$ cat src/rtl/reimu_life.sv
// reimu_life: player hit/life manager sequencing death, respawn invulnerability and game over.
// Ports: clk22/rst (sync active-high)/gamestart (holds IDLE); boss_shot/enemy_shot hit flags;
// lives, reimu_alive, invuln, reimu_visible, hit_pulse, respawn, gameover, all registered.
// Build option: define REIMU_BLINK_EN to blink the sprite from tmr[BLINK_BIT] while invulnerable.
module reimu_life #(
  parameter int LIVES_INIT   = 3,
  parameter int DEATH_TICKS  = 16,
  parameter int INVULN_TICKS = 48,
  parameter int BLINK_BIT    = 2
) (
  input  logic       clk22,
  input  logic       rst,
  input  logic       gamestart,
  input  logic       boss_shot,
  input  logic       enemy_shot,
  output logic [2:0] lives,
  output logic       reimu_alive,
  output logic       invuln,
  output logic       reimu_visible,
  output logic       hit_pulse,
  output logic       respawn,
  output logic       gameover
);
  typedef enum logic [2:0] {IDLE, ALIVE, DYING, INVULN, GAMEOVER} state_t;
`ifdef REIMU_BLINK_EN
  localparam bit BLINK_EN = 1'b1;
`else
  localparam bit BLINK_EN = 1'b0;
`endif
  state_t state_q, state_d;
  logic [7:0] tmr_q, tmr_d;
  logic [2:0] lives_d;
  logic hit_pulse_d, respawn_d, alive_d, invuln_d, visible_d, gameover_d;
  logic hit;
  assign hit = boss_shot | enemy_shot;
  always_comb begin
    state_d     = state_q;
    tmr_d       = tmr_q;
    lives_d     = lives;
    hit_pulse_d = 1'b0;
    respawn_d   = 1'b0;
    case (state_q)
      IDLE: state_d = ALIVE;
      ALIVE: if (hit) begin
        state_d     = DYING;
        lives_d     = lives == 3'd0 ? 3'd0 : lives - 3'd1;
        tmr_d       = 8'(DEATH_TICKS - 1);
        hit_pulse_d = 1'b1;
      end
      DYING: if (tmr_q != 8'd0) tmr_d = tmr_q - 8'd1;
        else if (lives == 3'd0) state_d = GAMEOVER;
        else begin
          state_d   = INVULN;
          tmr_d     = 8'(INVULN_TICKS - 1);
          respawn_d = 1'b1;
        end
      INVULN: if (tmr_q != 8'd0) tmr_d = tmr_q - 8'd1;
        else state_d = ALIVE;
      default: ;
    endcase
    if (gamestart) begin
      state_d     = IDLE;
      lives_d     = 3'(LIVES_INIT);
      tmr_d       = 8'd0;
      hit_pulse_d = 1'b0;
      respawn_d   = 1'b0;
    end
    // Outputs decode from the next state so they change on the edge that samples the cause.
    alive_d    = state_d == ALIVE || state_d == INVULN;
    invuln_d   = state_d == INVULN;
    gameover_d = state_d == GAMEOVER;
    visible_d  = state_d == ALIVE || (state_d == INVULN && (tmr_d[BLINK_BIT] || !BLINK_EN));
  end
  always_ff @(posedge clk22) begin
    if (rst) begin
      state_q       <= IDLE;
      tmr_q         <= 8'd0;
      lives         <= 3'(LIVES_INIT);
      reimu_alive   <= 1'b0;
      invuln        <= 1'b0;
      reimu_visible <= 1'b0;
      hit_pulse     <= 1'b0;
      respawn       <= 1'b0;
      gameover      <= 1'b0;
    end else begin
      state_q       <= state_d;
      tmr_q         <= tmr_d;
      lives         <= lives_d;
      reimu_alive   <= alive_d;
      invuln        <= invuln_d;
      reimu_visible <= visible_d;
      hit_pulse     <= hit_pulse_d;
      respawn       <= respawn_d;
      gameover      <= gameover_d;
    end
  end
endmodule

$ cat config.mk
export PLATFORM = sky130hd
export DESIGN_NAME = reimu_life
export DESIGN_NICKNAME = d
export VERILOG_FILES = /design/src/rtl/reimu_life.sv
export SDC_FILE = /design/constraint.sdc
export NUM_CORES = 1
export LEC_CHECK = 0
export ABC_AREA = 1
export CAP_MARGIN = 0
export CORE_MARGIN = 3
export CORE_UTILIZATION = 40
export CTS_CLUSTER_SIZE = 10
export DETAILED_ROUTE_END_ITERATION = 16
export SLEW_MARGIN = 30
export SYNTH_ARGS = -nofsm -noshare
export SYNTH_HDL_FRONTEND = slang
export SYNTH_SLANG_ARGS = --single-unit
$ cat constraint.sdc
create_clock -name clk22 -period 2.51 [get_ports clk22]
set_input_delay 0.502 -clock clk22 [delete_from_list [all_inputs] [get_ports clk22]]
set_output_delay 0.502 -clock clk22 [all_outputs]
set_load 0.01 [all_outputs]
# After elaboration in Yosys (flattened, before gate mapping)
# Cells that the tools add are included.
# op_classes
add_sub_neg,2
n_mux,14
n_bitwise,3
eq_ne,9
n_reduce_logical,10
# ops
operator,count
8-bit two-way mux,4
8-bit case mux with 3 select lines,1
3-bit two-way mux,6
3-bit case mux with 4 select lines,1
3-bit by 2-bit equality test with 1-bit output (second input constant),3
8-bit nonzero test,1
8-bit by 1-bit subtractor with 8-bit output (second input constant),1
3-bit by 1-bit equality test with 1-bit output (second input constant),2
3-bit logical NOT,2
2-bit != test (second input constant),2
4-bit AND reduction,1
4-bit OR reduction,1
3-bit equality test (second input constant),1
3-bit != test (second input constant),1
3-bit nonzero test,1
3-bit OR reduction,1
3-bit by 1-bit subtractor with 3-bit output (second input constant),1
1-bit two-way mux,2
1-bit inverter,2
2-bit AND reduction,1
2-bit OR reduction,1
1-bit logical OR,1
1-bit OR,1
# totals
register_bits,19
wordCells,46
inputBits,5
output_inout_bits,9

# Depth between registers and ports, before layout
# Gate-level depths: netlist of the first run.
# logic_depth
ltp_word,7
mapped_depth,10
depth_no_buf,10

# Worst setup path after synthesis of the first run
# OpenSTA, ideal clock, no wires.
# synth_path
kind,reg2reg
from,register tmr_q[0]
to,register tmr_q[0]
path_buffers,0
required_time_ps,2394
setup_time_ps,116
slack_ps,1107
t_arrival_ps,1287
synth_period_minus_slack_ps,1403
stages_incl_launch_ff,10
path_cell_list,dfxtp_1 > inv_1 > ha_1 > nand3_2 > nor2_8 > nand3_4 > inv_2 > nor2_4 > o21ai_0 > nor2_1
# synth_via
elab_chain_cells,3
elab_cells_between_ends,8
classes_between,add/sub (1); eq/ne (2); mux (3); reduce/logical (2)
# synth_rtl
element,line,source
from (decl),31,"logic [7:0] tmr_q, tmr_d;"
from (signal assigned),87,tmr_q <= tmr_d;
8-bit by 1-bit subtractor with 8-bit output or 8-bit nonzero test (tied branches),"50, 57",
8-bit two-way mux (tied with other cells),57,INVULN: if (tmr_q != 8'd0) tmr_d = tmr_q - 8'd1;
8-bit case mux with 3 select lines or 4-bit AND reduction (tied branches),-,
# Several ways; a longest one is shown, not always the timed one. The select of a mux whose other input is x is not followed.
# A chain may end at the register's enable or synchronous reset.

# Worst setup path after layout of the first run
# layout_path
from,register lives[0]
to,output lives[0]
# layout_lines
element,line,source
from (decl),16,"output logic [2:0] lives,"
from (signal assigned),78,lives <= 3'(LIVES_INIT);
from (signal assigned),88,lives <= lives_d;
# No word-level cell between the ends.

==> report_table.html, run 1 <==
<table>
<tr><th>Metric</th><th>Value</th></tr>
<tr><th colspan="2">Place</th></tr>
<tr><td>Worst Setup Slack post-DPL</td><td>620 ps</td></tr>
<tr><td>Final weighted congestion in routability-driven placement</td><td>approximately 0.85</td></tr>
<tr><td>Number of buffer cells added on primary ports</td><td>13</td></tr>
<tr><td>Dpl cell area</td><td>roughly 1200 sq um</td></tr>
<tr><td>DP Wirelength</td><td>roughly 1800 um</td></tr>
<tr><th colspan="2">Yosys</th></tr>
<tr><td>List of most frequent post-synthesis cells</td><td>sky130_fd_sc_hd__nand2_1, sky130_fd_sc_hd__inv_1, sky130_fd_sc_hd__dfxtp_1</td></tr>
<tr><td>Nets in the synthesized netlist</td><td>around 160</td></tr>
<tr><td>Combinational family with the most area after synthesis</td><td>simple AND/OR/NAND/NOR gates</td></tr>
<tr><td>Share of synthesized cell area in and, or, nand and nor gates</td><td>0.443</td></tr>
<tr><td>Post-synthesis cell area</td><td>1060 sq um</td></tr>
<tr><td>Synthesized area per cell</td><td>7.15 sq um</td></tr>
<tr><td>Share of the synthesized area in compound gates (AO/OA/AOI/OAI)</td><td>0.0764</td></tr>
<tr><td>Async S/R FF share, synth</td><td>0</td></tr>
<tr><td>Number of synthesized register bits</td><td>19</td></tr>
<tr><td>Main flop type after synthesis</td><td>sky130_fd_sc_hd__dfxtp_1</td></tr>
<tr><td>Yosys top cell by area</td><td>sky130_fd_sc_hd__dfxtp_1</td></tr>
<tr><td>Number of distinct library cell variants in the gate-level netlist after synthesis</td><td>25</td></tr>
<tr><td>Leading post-synthesis cells by cell area</td><td>sky130_fd_sc_hd__dfxtp_1, sky130_fd_sc_hd__nand2_1, sky130_fd_sc_hd__inv_1</td></tr>
<tr><td>Gate count of the mapped netlist</td><td>149</td></tr>
<tr><td>Post-synth top area share</td><td>0.357</td></tr>
<tr><td>Multiplexer fraction of the synthesized cell area</td><td>0</td></tr>
<tr><td>Synth Area in Adders</td><td>0.0235</td></tr>
<tr><td>EDFF count, synth</td><td>0</td></tr>
<tr><td>Count of warnings emitted by yosys</td><td>0</td></tr>
<tr><td>Fraction of the yosys area taken by sequential cells</td><td>0.357</td></tr>
<tr><td>Post-Synth XOR/XNOR Area</td><td>0.00823</td></tr>
<tr><td>Cell with the most instances after synthesis</td><td>sky130_fd_sc_hd__nand2_1</td></tr>
<tr><th colspan="2">Routing</th></tr>
<tr><td>Avg WL per Cell</td><td>~12 um</td></tr>
<tr><td>Routed Wire Length</td><td>roughly 2300 um</td></tr>
<tr><td>Number of detailed-routing iterations run before antenna repair</td><td>4</td></tr>
<tr><td>Iter 0 DRT Violations</td><td>17</td></tr>
<tr><td>DRC</td><td>0</td></tr>
<tr><td>Vias after detailed routing</td><td>between 900 and 1k</td></tr>
<tr><td>Antenna Violating Nets Remaining</td><td>0</td></tr>
<tr><td>Via-to-Cell Ratio</td><td>4.96</td></tr>
<tr><th colspan="2">Critical path</th></tr>
<tr><td>Setup slack, reg-to-reg</td><td>910 ps</td></tr>
<tr><td>Critical Path AT</td><td>~1300 ps</td></tr>
<tr><td>Cell Chain, Critical Path</td><td>clkdlybuf4s50_1</td></tr>
<tr><td>Required arrival time at the worst endpoint</td><td>about 2000 ps</td></tr>
<tr><td>Max incr delay on CP</td><td>570 ps</td></tr>
<tr><td>CP Launch Type</td><td>register</td></tr>
<tr><td>Setup CP Type</td><td>register to output port</td></tr>
<tr><td>Family of cells with the greatest summed delay on the critical path</td><td>buffers and inverters</td></tr>
<tr><td>Standard cell with the maximum stage delay on the critical path</td><td>sky130_fd_sc_hd__clkdlybuf4s50_1</td></tr>
<tr><td>Critical Path End Type</td><td>output port</td></tr>
<tr><td>WP buf/inv</td><td>1</td></tr>
<tr><td>CP max FO</td><td>4</td></tr>
<tr><th colspan="2">Timing</th></tr>
<tr><td>Post-route setup TNS</td><td>0 ps</td></tr>
<tr><td>Actual transition at the worst max-transition pin</td><td>a little over 400 ps</td></tr>
<tr><td>Portion of the clock cycle consumed by the worst path in the final layout</td><td>0.721</td></tr>
<tr><td>RSZ-0062 raised after global routing</td><td>no</td></tr>
<tr><td>Minimum setup slack in the final design</td><td>between 700 and 800 ps</td></tr>
<tr><td>Max Clk Rate</td><td>between 500 and 600 MHz</td></tr>
<tr><td>Worst rel slew slack</td><td>0.731</td></tr>
<tr><td>Final hold violation count</td><td>0</td></tr>
<tr><td>Final clock skew</td><td>roughly 0.9 ps</td></tr>
<tr><td>Worst-case hold slack</td><td>approximately 520 ps</td></tr>
<tr><td>Crit path time final</td><td>1810 ps</td></tr>
<tr><td>Final setup viols</td><td>0</td></tr>
<tr><td>Fin. max-slew vios</td><td>0</td></tr>
<tr><th colspan="2">GRT</th></tr>
<tr><td>Number of global-route vias before repair</td><td>around 910</td></tr>
<tr><td>Global route overflow</td><td>0</td></tr>
<tr><td>Antenna violations before repair</td><td>0</td></tr>
<tr><td>Largest net degree at the start of global routing</td><td>11</td></tr>
<tr><td>Wire length of the first global-routing pass</td><td>3910 um</td></tr>
<tr><td>Global Route Usage Sum</td><td>0.153</td></tr>
<tr><th colspan="2">Floorplan</th></tr>
<tr><td>Initial cell density of the core</td><td>0.426</td></tr>
<tr><td>Die H</td><td>between 50 and 60 um</td></tr>
<tr><td>Num rows</td><td>18</td></tr>
<tr><td>Core area</td><td>2500 sq um</td></tr>
<tr><td>Die Span X</td><td>between 50 and 60 um</td></tr>
<tr><td>Die ar.</td><td>~3300 sq um</td></tr>
<tr><td>I/O Pins</td><td>14</td></tr>
<tr><th colspan="2">Clocking</th></tr>
<tr><td>Post-CTS repair timing setup buffer count</td><td>0</td></tr>
<tr><td>Reg clk slew, reported paths</td><td>around 100 ps</td></tr>
<tr><td>Clock insertion delay at the later pin of the skew report</td><td>roughly 290 ps</td></tr>
<tr><td>Clk root buf</td><td>sky130_fd_sc_hd__clkbuf_4</td></tr>
<tr><td>Hold buffers post-CTS</td><td>0</td></tr>
<tr><td>H-tree lvl count</td><td>1</td></tr>
<tr><td>Post-cts gate resize count</td><td>0</td></tr>
<tr><td>Number of clock sinks seen by CTS</td><td>19</td></tr>
<tr><td>Number of buffers inserted during clock tree synthesis</td><td>3</td></tr>
<tr><td>Largest buffer count on any clock path</td><td>2</td></tr>
<tr><td>Clock tree from TritonCTS</td><td>built</td></tr>
<tr><th colspan="2">Hold path</th></tr>
<tr><td>Path type of the worst min-delay path</td><td>register to register</td></tr>
<tr><th colspan="2">Layout</th></tr>
<tr><td>Syn-to-layout area delta</td><td>18.2%</td></tr>
<tr><td>Post-layout net count</td><td>around 170</td></tr>
<tr><td>Antenna cell count</td><td>0</td></tr>
<tr><td>Post-route standard cell area excluding fillers</td><td>between 1000 and 1500 sq um</td></tr>
<tr><td>Proportion of layout cells with a drive suffix above 1</td><td>0.163</td></tr>
<tr><th colspan="2">Pwr</th></tr>
<tr><td>Power Density</td><td>about 470 nW/um^2</td></tr>
<tr><td>Static Leakage</td><td>~0.55 nW</td></tr>
<tr><td>Peak supply drop</td><td>0.000299 V</td></tr>
<tr><th colspan="2">Status</th></tr>
<tr><td>Result of the run</td><td>finished clean</td></tr>
<tr><th colspan="2">Run</th></tr>
<tr><td>Count of max-cap constraint violations</td><td>0</td></tr>
</table>
report_power, final:
group | internal (mW) | leakage, nW | switching, mW | total, mW
Combinational | 0.0466 | 0.380 | 0.0752 | 0.122
Clock | 0.0619 | 0.0150 | 0.0887 | 0.151
Sequential | 0.309 | 0.154 | 0.00810 | 0.317
final timing paths:
kind,startpoint,to,cells past startpoint
max reg2reg,tmr_q[0],tmr_q[5],9
max,lives[0],lives[0],1
min reg2reg,tmr_q[6],tmr_q[6],2
min,tmr_q[6],tmr_q[6],2
cell type report:
class,instances,area (sq um)
clock buffer,4,26.3
multi-input combinational,105,587
tap,30,37.5
timing repair buffer,14,138
fill,257,1240
inverter,24,90.1
sequential,19,380
cell usage in the layout (no fill, tap or decap):
| master | count |
|---|---|
| sky130_fd_sc_hd__nand2_1 | 34 |
| sky130_fd_sc_hd__inv_1 | 20 |
| sky130_fd_sc_hd__dfxtp_1 | 19 |
| sky130_fd_sc_hd__nor2_1 | 17 |
| sky130_fd_sc_hd__nand3_1 | 13 |
| sky130_fd_sc_hd__clkdlybuf4s50_1 | 13 |
| sky130_fd_sc_hd__a21oi_1 | 8 |
| sky130_fd_sc_hd__nor2_4 | 5 |
| sky130_fd_sc_hd__nand2_2 | 5 |
| sky130_fd_sc_hd__inv_2 | 4 |
| sky130_fd_sc_hd__o21ai_0 | 4 |
| sky130_fd_sc_hd__nand4_1 | 3 |
| sky130_fd_sc_hd__clkbuf_4 | 3 |
| sky130_fd_sc_hd__nand3_2 | 2 |
| sky130_fd_sc_hd__nor2_2 | 2 |
| sky130_fd_sc_hd__ha_1 | 2 |
| sky130_fd_sc_hd__nand2_4 | 1 |
| sky130_fd_sc_hd__nor2_8 | 1 |
| sky130_fd_sc_hd__nor3_4 | 1 |
| sky130_fd_sc_hd__nand3_4 | 1 |
| sky130_fd_sc_hd__a21oi_2 | 1 |
| sky130_fd_sc_hd__or2_0 | 1 |
| sky130_fd_sc_hd__nor3_1 | 1 |
| sky130_fd_sc_hd__xnor2_1 | 1 |
| sky130_fd_sc_hd__o211ai_1 | 1 |
| sky130_fd_sc_hd__o21ai_1 | 1 |
| sky130_fd_sc_hd__clkbuf_1 | 1 |
| sky130_fd_sc_hd__buf_4 | 1 |
worst min-delay path: stages, from the launching register on:
cell	delay, ps
sky130_fd_sc_hd__dfxtp_1	350
sky130_fd_sc_hd__nand2_1	70
sky130_fd_sc_hd__a21oi_1	50
state kept, by name (all words and copies together) (netlist names):
signal,cells
invuln,1
reimu_visible,1
lives,3
state_q,3
respawn,1
tmr_q,8
gameover,1
hit_pulse,1
layer usage:
metal | up-vias | part of all wire | global-route usage
met5 | - | 0 | 0
met4 | 0 | 0.027 | 0.0861
met3 | 7 | 0.047 | 0.0317
met2 | 20 | 0.47 | 0.250
met1 | 446 | 0.45 | 0.187
li1 | 499 | - | -
through the flow:
step / util / std cells / power (mW)
after floorplan: - / 149 / 0.411
after global placement: 0.493 / 192 / 0.445
after detailed placement: 0.493 / 192 / 0.447
after CTS: 0.504 / 196 / 0.600
after global routing: 0.504 / 196 / 0.631
final: 0.504 / 196 / 0.590
cell families after synthesis:
kind of cell               Yosys count
and+or+nand+nor                     87
buffers and inverters               25
DFF                                 19
AOI/OAI and AO/OA                   15
adders and majority gates            2
xor gates and xnor gates             1
(Power assumes the default switching activity.)
==> run 2: changes to the inputs <==
Clock period 2.51 ns to 1.75 ns, I/O delays scaled along.
==> report_table.html, run 2 (synthesis results as in run 1) <==
<table>
<tr><th>Metric</th><th>Value</th></tr>
<tr><th colspan="2">Status</th></tr>
<tr><td>Result of the run</td><td>finished clean</td></tr>
<tr><th colspan="2">Floorplan</th></tr>
<tr><td>Num rows</td><td>18</td></tr>
<tr><td>Die Span X</td><td>57.6 um</td></tr>
<tr><td>Core area</td><td>roughly 2500 sq um</td></tr>
<tr><td>Die H</td><td>roughly 58 um</td></tr>
<tr><td>Initial cell density of the core</td><td>0.426</td></tr>
<tr><td>Die ar.</td><td>~3300 sq um</td></tr>
<tr><td>I/O Pins</td><td>14</td></tr>
<tr><th colspan="2">Pwr</th></tr>
<tr><td>PnR Total Power</td><td>0.848 mW</td></tr>
<tr><td>Static Leakage</td><td>0.562 nW</td></tr>
<tr><td>Peak supply drop</td><td>0.000396 V</td></tr>
<tr><td>Power Density</td><td>between 600 and 700 nW/um^2</td></tr>
<tr><th colspan="2">Critical path</th></tr>
<tr><td>Cell Chain, Critical Path</td><td>clkdlybuf4s50_1</td></tr>
<tr><td>Critical Path AT</td><td>approximately 1300 ps</td></tr>
<tr><td>Setup slack, reg-to-reg</td><td>between 150 and 200 ps</td></tr>
<tr><td>Max incr delay on CP</td><td>580 ps</td></tr>
<tr><td>Family of cells with the greatest summed delay on the critical path</td><td>buffers and inverters</td></tr>
<tr><td>Critical Path End Type</td><td>output port</td></tr>
<tr><td>Standard cell with the maximum stage delay on the critical path</td><td>sky130_fd_sc_hd__clkdlybuf4s50_1</td></tr>
<tr><td>CP Launch Type</td><td>register</td></tr>
<tr><td>Setup CP Type</td><td>register to output port</td></tr>
<tr><td>WP buf/inv</td><td>1</td></tr>
<tr><td>CP max FO</td><td>4</td></tr>
<tr><td>Required arrival time at the worst endpoint</td><td>about 1400 ps</td></tr>
<tr><th colspan="2">Routing</th></tr>
<tr><td>Number of detailed-routing iterations run before antenna repair</td><td>4</td></tr>
<tr><td>Vias after detailed routing</td><td>953</td></tr>
<tr><td>DRC</td><td>0</td></tr>
<tr><td>Avg WL per Cell</td><td>between 10 and 15 um</td></tr>
<tr><td>Iter 0 DRT Violations</td><td>16</td></tr>
<tr><td>Routed Wire Length</td><td>slightly above 2000 um</td></tr>
<tr><td>Via-to-Cell Ratio</td><td>~4.8</td></tr>
<tr><td>Antenna Violating Nets Remaining</td><td>0</td></tr>
<tr><th colspan="2">Layout</th></tr>
<tr><td>Top reg by flops</td><td>tmr_q</td></tr>
<tr><td>Largest register FFs</td><td>8</td></tr>
<tr><td>Antenna cell count</td><td>0</td></tr>
<tr><td>Proportion of layout cells with a drive suffix above 1</td><td>0.179</td></tr>
<tr><td>Most frequent cells in the layout</td><td>sky130_fd_sc_hd__nand2_1, sky130_fd_sc_hd__inv_1, sky130_fd_sc_hd__dfxtp_1</td></tr>
<tr><td>Biggest regs</td><td>tmr_q x8, lives x3, state_q x3</td></tr>
<tr><td>Post-layout net count</td><td>176</td></tr>
<tr><td>Final core occ</td><td>0.510</td></tr>
<tr><td>Most frequent standard cell in the layout excluding fill and tap cells</td><td>sky130_fd_sc_hd__nand2_1</td></tr>
<tr><td>Post-route standard cell area excluding fillers</td><td>roughly 1300 sq um</td></tr>
<tr><td>Syn-to-layout area delta</td><td>19.7%</td></tr>
<tr><th colspan="2">Timing</th></tr>
<tr><td>Worst rel slew slack</td><td>0.735</td></tr>
<tr><td>Final hold violation count</td><td>0</td></tr>
<tr><td>Final clock skew</td><td>6.12 ps</td></tr>
<tr><td>Max Clk Rate</td><td>around 600 MHz</td></tr>
<tr><td>Actual transition at the worst max-transition pin</td><td>between 300 and 400 ps</td></tr>
<tr><td>Final setup viols</td><td>0</td></tr>
<tr><td>Crit path time final</td><td>roughly 1700 ps</td></tr>
<tr><td>Portion of the clock cycle consumed by the worst path in the final layout</td><td>0.944</td></tr>
<tr><td>RSZ-0062 raised after global routing</td><td>no</td></tr>
<tr><td>Fin. max-slew vios</td><td>0</td></tr>
<tr><td>Worst-case hold slack</td><td>roughly 520 ps</td></tr>
<tr><td>Post-route setup TNS</td><td>0 ps</td></tr>
<tr><th colspan="2">Place</th></tr>
<tr><td>Dpl cell area</td><td>between 1000 and 1500 sq um</td></tr>
<tr><td>DP Wirelength</td><td>1690 um</td></tr>
<tr><td>Number of buffer cells added on primary ports</td><td>13</td></tr>
<tr><td>Final weighted congestion in routability-driven placement</td><td>0.851</td></tr>
<tr><th colspan="2">Clocking</th></tr>
<tr><td>Clock insertion delay at the later pin of the skew report</td><td>300 ps</td></tr>
<tr><td>Reg clk slew, reported paths</td><td>around 110 ps</td></tr>
<tr><td>Post-cts gate resize count</td><td>0</td></tr>
<tr><td>Post-CTS repair timing setup buffer count</td><td>0</td></tr>
<tr><td>Number of buffers inserted during clock tree synthesis</td><td>3</td></tr>
<tr><td>Clk root buf</td><td>sky130_fd_sc_hd__clkbuf_4</td></tr>
<tr><td>Number of clock sinks seen by CTS</td><td>19</td></tr>
<tr><td>Hold buffers post-CTS</td><td>0</td></tr>
<tr><td>H-tree lvl count</td><td>1</td></tr>
<tr><td>Largest buffer count on any clock path</td><td>2</td></tr>
<tr><td>Clock tree from TritonCTS</td><td>built</td></tr>
<tr><th colspan="2">Run</th></tr>
<tr><td>Count of max-cap constraint violations</td><td>0</td></tr>
<tr><th colspan="2">GRT</th></tr>
<tr><td>Global Route Usage Sum</td><td>0.150</td></tr>
<tr><td>Number of global-route vias before repair</td><td>925</td></tr>
<tr><td>Largest net degree at the start of global routing</td><td>12</td></tr>
<tr><td>Global route overflow</td><td>0</td></tr>
<tr><td>Antenna violations before repair</td><td>0</td></tr>
<tr><td>Wire length of the first global-routing pass</td><td>3830 um</td></tr>
<tr><th colspan="2">Hold path</th></tr>
<tr><td>Path type of the worst min-delay path</td><td>register to register</td></tr>
</table>
-- run 2: layer usage --
layer,part of all wire,vias to the layer above,track usage
li1,-,505,-
met1,0.45,426,0.180
met2,0.48,18,0.252
met3,0.045,4,0.0271
met4,0.023,0,0.0795
met5,0,-,0
-- run 2: where the power goes --
group	internal [mW]	total [mW]	switching, mW
sequential	0.444	0.455	0.0114
combinational	0.0703	0.176	0.105
clock	0.0852	0.217	0.132
-- run 2: worst min-delay path, cell delays in order, from the launching register on --
cell and delay [ps]:
sky130_fd_sc_hd__dfxtp_1 360, sky130_fd_sc_hd__nand2_1 70, sky130_fd_sc_hd__a21oi_1 60
-- run 2: final timing paths --
check / startpoint / to / depth (start not counted)
worst min register to register: tmr_q[4] / tmr_q[4] / 2
worst max register to register: tmr_q[0] / gameover / 10
worst min-delay path: tmr_q[4] / tmr_q[4] / 2
worst max-delay path: lives[2] / lives[2] / 1
-- run 2: area by class of cell --
class,count,area (sq um)
Timing Repair Buffer,16,153
Sequential cell,19,380
Inverter,24,90.1
Clock inverter,1,5.00
Multi-Input combinational cell,105,587
Clock buffer,3,22.5
Tap cell,30,37.5
Fill cell,256,1220
-- run 2: through the flow --
| stage | worst slack, ps | cells |
|---|---|---|
| 6_report | 97.5 | 198 |
| 5_1_grt | 1.42 | 198 |
| 4_1_cts | 74.2 | 198 |
| 3_3_place_gp | 68.7 | 194 |
| 2_1_floorplan | 347 | 149 |
| 3_5_place_dp | 38.7 | 194 |
==> run 3: changes to the inputs <==
Settings changed: CORE_MARGIN 3 to 10, CTS_CLUSTER_DIAMETER set to 40.
==> report_table.html, run 3 (synthesis results as in run 1) <==
<table>
<tr><th>Metric</th><th>Value</th></tr>
<tr><th colspan="2">Floorplan</th></tr>
<tr><td>Num rows</td><td>18</td></tr>
<tr><td>Die ar.</td><td>5130 sq um</td></tr>
<tr><td>I/O Pins</td><td>14</td></tr>
<tr><td>Initial cell density of the core</td><td>0.426</td></tr>
<tr><td>Die H</td><td>71.6 um</td></tr>
<tr><td>Die Span X</td><td>approximately 72 um</td></tr>
<tr><td>Core area</td><td>roughly 2500 sq um</td></tr>
<tr><th colspan="2">Clocking</th></tr>
<tr><td>Post-CTS repair timing setup buffer count</td><td>0</td></tr>
<tr><td>Clock insertion delay at the later pin of the skew report</td><td>290 ps</td></tr>
<tr><td>Number of clock sinks seen by CTS</td><td>19</td></tr>
<tr><td>H-tree lvl count</td><td>1</td></tr>
<tr><td>Largest buffer count on any clock path</td><td>2</td></tr>
<tr><td>Clk root buf</td><td>sky130_fd_sc_hd__clkbuf_4</td></tr>
<tr><td>Post-cts gate resize count</td><td>0</td></tr>
<tr><td>Number of buffers inserted during clock tree synthesis</td><td>3</td></tr>
<tr><td>Clock tree from TritonCTS</td><td>built</td></tr>
<tr><td>Hold buffers post-CTS</td><td>0</td></tr>
<tr><td>Reg clk slew, reported paths</td><td>100 ps</td></tr>
<tr><th colspan="2">GRT</th></tr>
<tr><td>Largest net degree at the start of global routing</td><td>11</td></tr>
<tr><td>Number of global-route vias before repair</td><td>968</td></tr>
<tr><td>Antenna violations before repair</td><td>0</td></tr>
<tr><td>Global route overflow</td><td>0</td></tr>
<tr><td>Wire length of the first global-routing pass</td><td>~4000 um</td></tr>
<tr><td>Global Route Usage Sum</td><td>0.0964</td></tr>
<tr><th colspan="2">Timing</th></tr>
<tr><td>RSZ-0062 raised after global routing</td><td>no</td></tr>
<tr><td>Crit path time final</td><td>around 1700 ps</td></tr>
<tr><td>Post-route setup TNS</td><td>0 ps</td></tr>
<tr><td>Worst rel slew slack</td><td>0.735</td></tr>
<tr><td>Minimum setup slack in the final design</td><td>just over 90 ps</td></tr>
<tr><td>Fin. max-slew vios</td><td>0</td></tr>
<tr><td>Portion of the clock cycle consumed by the worst path in the final layout</td><td>0.947</td></tr>
<tr><td>Final setup viols</td><td>0</td></tr>
<tr><td>Max Clk Rate</td><td>604 MHz</td></tr>
<tr><td>Actual transition at the worst max-transition pin</td><td>~400 ps</td></tr>
<tr><td>Final clock skew</td><td>~5 ps</td></tr>
<tr><td>Final hold violation count</td><td>0</td></tr>
<tr><th colspan="2">Pwr</th></tr>
<tr><td>Power Density</td><td>roughly 660 nW/um^2</td></tr>
<tr><td>Proportion of power drawn by the clock network</td><td>0.254</td></tr>
<tr><td>Static Leakage</td><td>approximately 0.56 nW</td></tr>
<tr><td>Fraction of power spent switching nets</td><td>0.288</td></tr>
<tr><td>Reg power frac</td><td>0.536</td></tr>
<tr><td>Cell internal pwr</td><td>0.604 mW</td></tr>
<tr><td>Logic gate share of total power</td><td>0.211</td></tr>
<tr><td>NetSw</td><td>approximately 0.24 mW</td></tr>
<tr><td>Peak supply drop</td><td>approximately 0.00042 V</td></tr>
<tr><th colspan="2">Layout</th></tr>
<tr><td>Most frequent cells in the layout</td><td>sky130_fd_sc_hd__nand2_1, sky130_fd_sc_hd__inv_1, sky130_fd_sc_hd__dfxtp_1</td></tr>
<tr><td>Number of fillers in the final layout</td><td>272</td></tr>
<tr><td>Area occupied by registers</td><td>roughly 380 sq um</td></tr>
<tr><td>Most frequent standard cell in the layout excluding fill and tap cells</td><td>sky130_fd_sc_hd__nand2_1</td></tr>
<tr><td>Area of the multi-input gates</td><td>just under 600 sq um</td></tr>
<tr><td>Antenna cell count</td><td>0</td></tr>
<tr><td>Top reg by flops</td><td>tmr_q</td></tr>
<tr><td>Syn-to-layout area delta</td><td>20.3%</td></tr>
<tr><td>Biggest regs</td><td>tmr_q x8, lives x3, state_q x3</td></tr>
<tr><td>Proportion of layout cells with a drive suffix above 1</td><td>0.178</td></tr>
<tr><td>Post-layout net count</td><td>177</td></tr>
<tr><td>Largest register FFs</td><td>8</td></tr>
<tr><th colspan="2">Routing</th></tr>
<tr><td>Iter 0 DRT Violations</td><td>between 60 and 70</td></tr>
<tr><td>Via-to-Cell Ratio</td><td>4.83</td></tr>
<tr><td>Antenna Violating Nets Remaining</td><td>0</td></tr>
<tr><td>Avg WL per Cell</td><td>11.2 um</td></tr>
<tr><td>Routed Wire Length</td><td>approximately 2200 um</td></tr>
<tr><td>DRC</td><td>0</td></tr>
<tr><td>Number of detailed-routing iterations run before antenna repair</td><td>4</td></tr>
<tr><td>Vias after detailed routing</td><td>961</td></tr>
<tr><th colspan="2">Critical path</th></tr>
<tr><td>Cell Chain, Critical Path</td><td>clkdlybuf4s50_1</td></tr>
<tr><td>CP startpoint</td><td>lives[2]</td></tr>
<tr><td>Critical Path End Type</td><td>output port</td></tr>
<tr><td>Standard cell with the maximum stage delay on the critical path</td><td>sky130_fd_sc_hd__clkdlybuf4s50_1</td></tr>
<tr><td>WP buf/inv</td><td>1</td></tr>
<tr><td>Worst Reg-to-Reg Cells</td><td>9</td></tr>
<tr><td>Setup slack, reg-to-reg</td><td>~210 ps</td></tr>
<tr><td>Worst setup path end</td><td>lives[2]</td></tr>
<tr><td>Critical Path AT</td><td>around 1300 ps</td></tr>
<tr><td>CP Launch Type</td><td>register</td></tr>
<tr><td>Critical R2R Launch</td><td>tmr_q[0]</td></tr>
<tr><td>Reg2Reg Capture Point</td><td>tmr_q[5]</td></tr>
<tr><td>Family of cells with the greatest summed delay on the critical path</td><td>buffers and inverters</td></tr>
<tr><td>Required arrival time at the worst endpoint</td><td>1400 ps</td></tr>
<tr><td>Setup CP Type</td><td>register to output port</td></tr>
<tr><td>Max incr delay on CP</td><td>about 580 ps</td></tr>
<tr><td>Stages on the worst setup path</td><td>1</td></tr>
<tr><td>CP max FO</td><td>4</td></tr>
<tr><th colspan="2">Place</th></tr>
<tr><td>Final weighted congestion in routability-driven placement</td><td>0.823</td></tr>
<tr><td>Number of buffer cells added on primary ports</td><td>13</td></tr>
<tr><td>DP Wirelength</td><td>between 1500 and 2000 um</td></tr>
<tr><td>Worst Setup Slack post-DPL</td><td>between 30 and 40 ps</td></tr>
<tr><th colspan="2">Hold path</th></tr>
<tr><td>Path type of the worst min-delay path</td><td>register to register</td></tr>
<tr><th colspan="2">Status</th></tr>
<tr><td>Result of the run</td><td>finished clean</td></tr>
<tr><th colspan="2">Run</th></tr>
<tr><td>Count of max-cap constraint violations</td><td>0</td></tr>
</table>
## run 3: cell count changes in the layout (fill, tap and decap cells not counted)
cell / change
sky130_fd_sc_hd__buf_4: +1
sky130_fd_sc_hd__clkbuf_1: +1
sky130_fd_sc_hd__clkinv_2: -1
## run 3: layout make-up
type                            instances  share of cell area
Clock buffer                            4              0.0205
Inverter                               24              0.0703
Timing Repair Buffer                   17               0.125
Multi-Input combinational cell        105               0.458
Tap cell                               30              0.0293
Sequential cell                        19               0.297
## run 3: worst min-delay path by stage
| stage | start | to | slack, ps | cells after the start |
|---|---|---|---|---|
| finish | tmr_q[4] | tmr_q[4] | 520 | 2 |
| global route | tmr_q[6] | tmr_q[6] | 530 | 2 |
| CTS | tmr_q[4] | tmr_q[4] | 520 | 2 |
| detailed placement | tmr_q[4] | tmr_q[4] | 500 | 2 |
| global placement | tmr_q[3] | tmr_q[3] | 500 | 2 |
| floorplan | rst | state_q[0] | 420 | 1 |
## run 3: per-layer routing
metal,up-vias,GRT usage,wire length (um)
met2,24,0.154,1080
li1,511,-,-
met5,-,0,0
met4,0,0.0495,23
met1,424,0.113,976
met3,2,0.0303,140
## run 3: per-stage QoR
stage	area (sq um)	total power [mW]	utilization	hold slack [ps]	instances
2_1_floorplan	1060	0.590	-	419	149
3_3_place_gp	1250	0.641	0.502	496	195
3_5_place_dp	1250	0.644	0.502	501	195
4_1_cts	1280	0.865	0.513	517	199
5_1_grt	1280	0.912	0.513	531	199
6_report	1280	0.849	0.513	516	199
## run 3: power by group through the flow
| stage | sequential [mW] | combinational (mW) | clock, mW |
|---|---|---|---|
| global route | 0.457 | 0.203 | 0.252 |
| CTS | 0.455 | 0.180 | 0.230 |
| global placement | 0.465 | 0.176 | 0 |
| floorplan | 0.464 | 0.126 | 0 |
| finish | 0.455 | 0.179 | 0.215 |
| detailed placement | 0.465 | 0.179 | 0 |
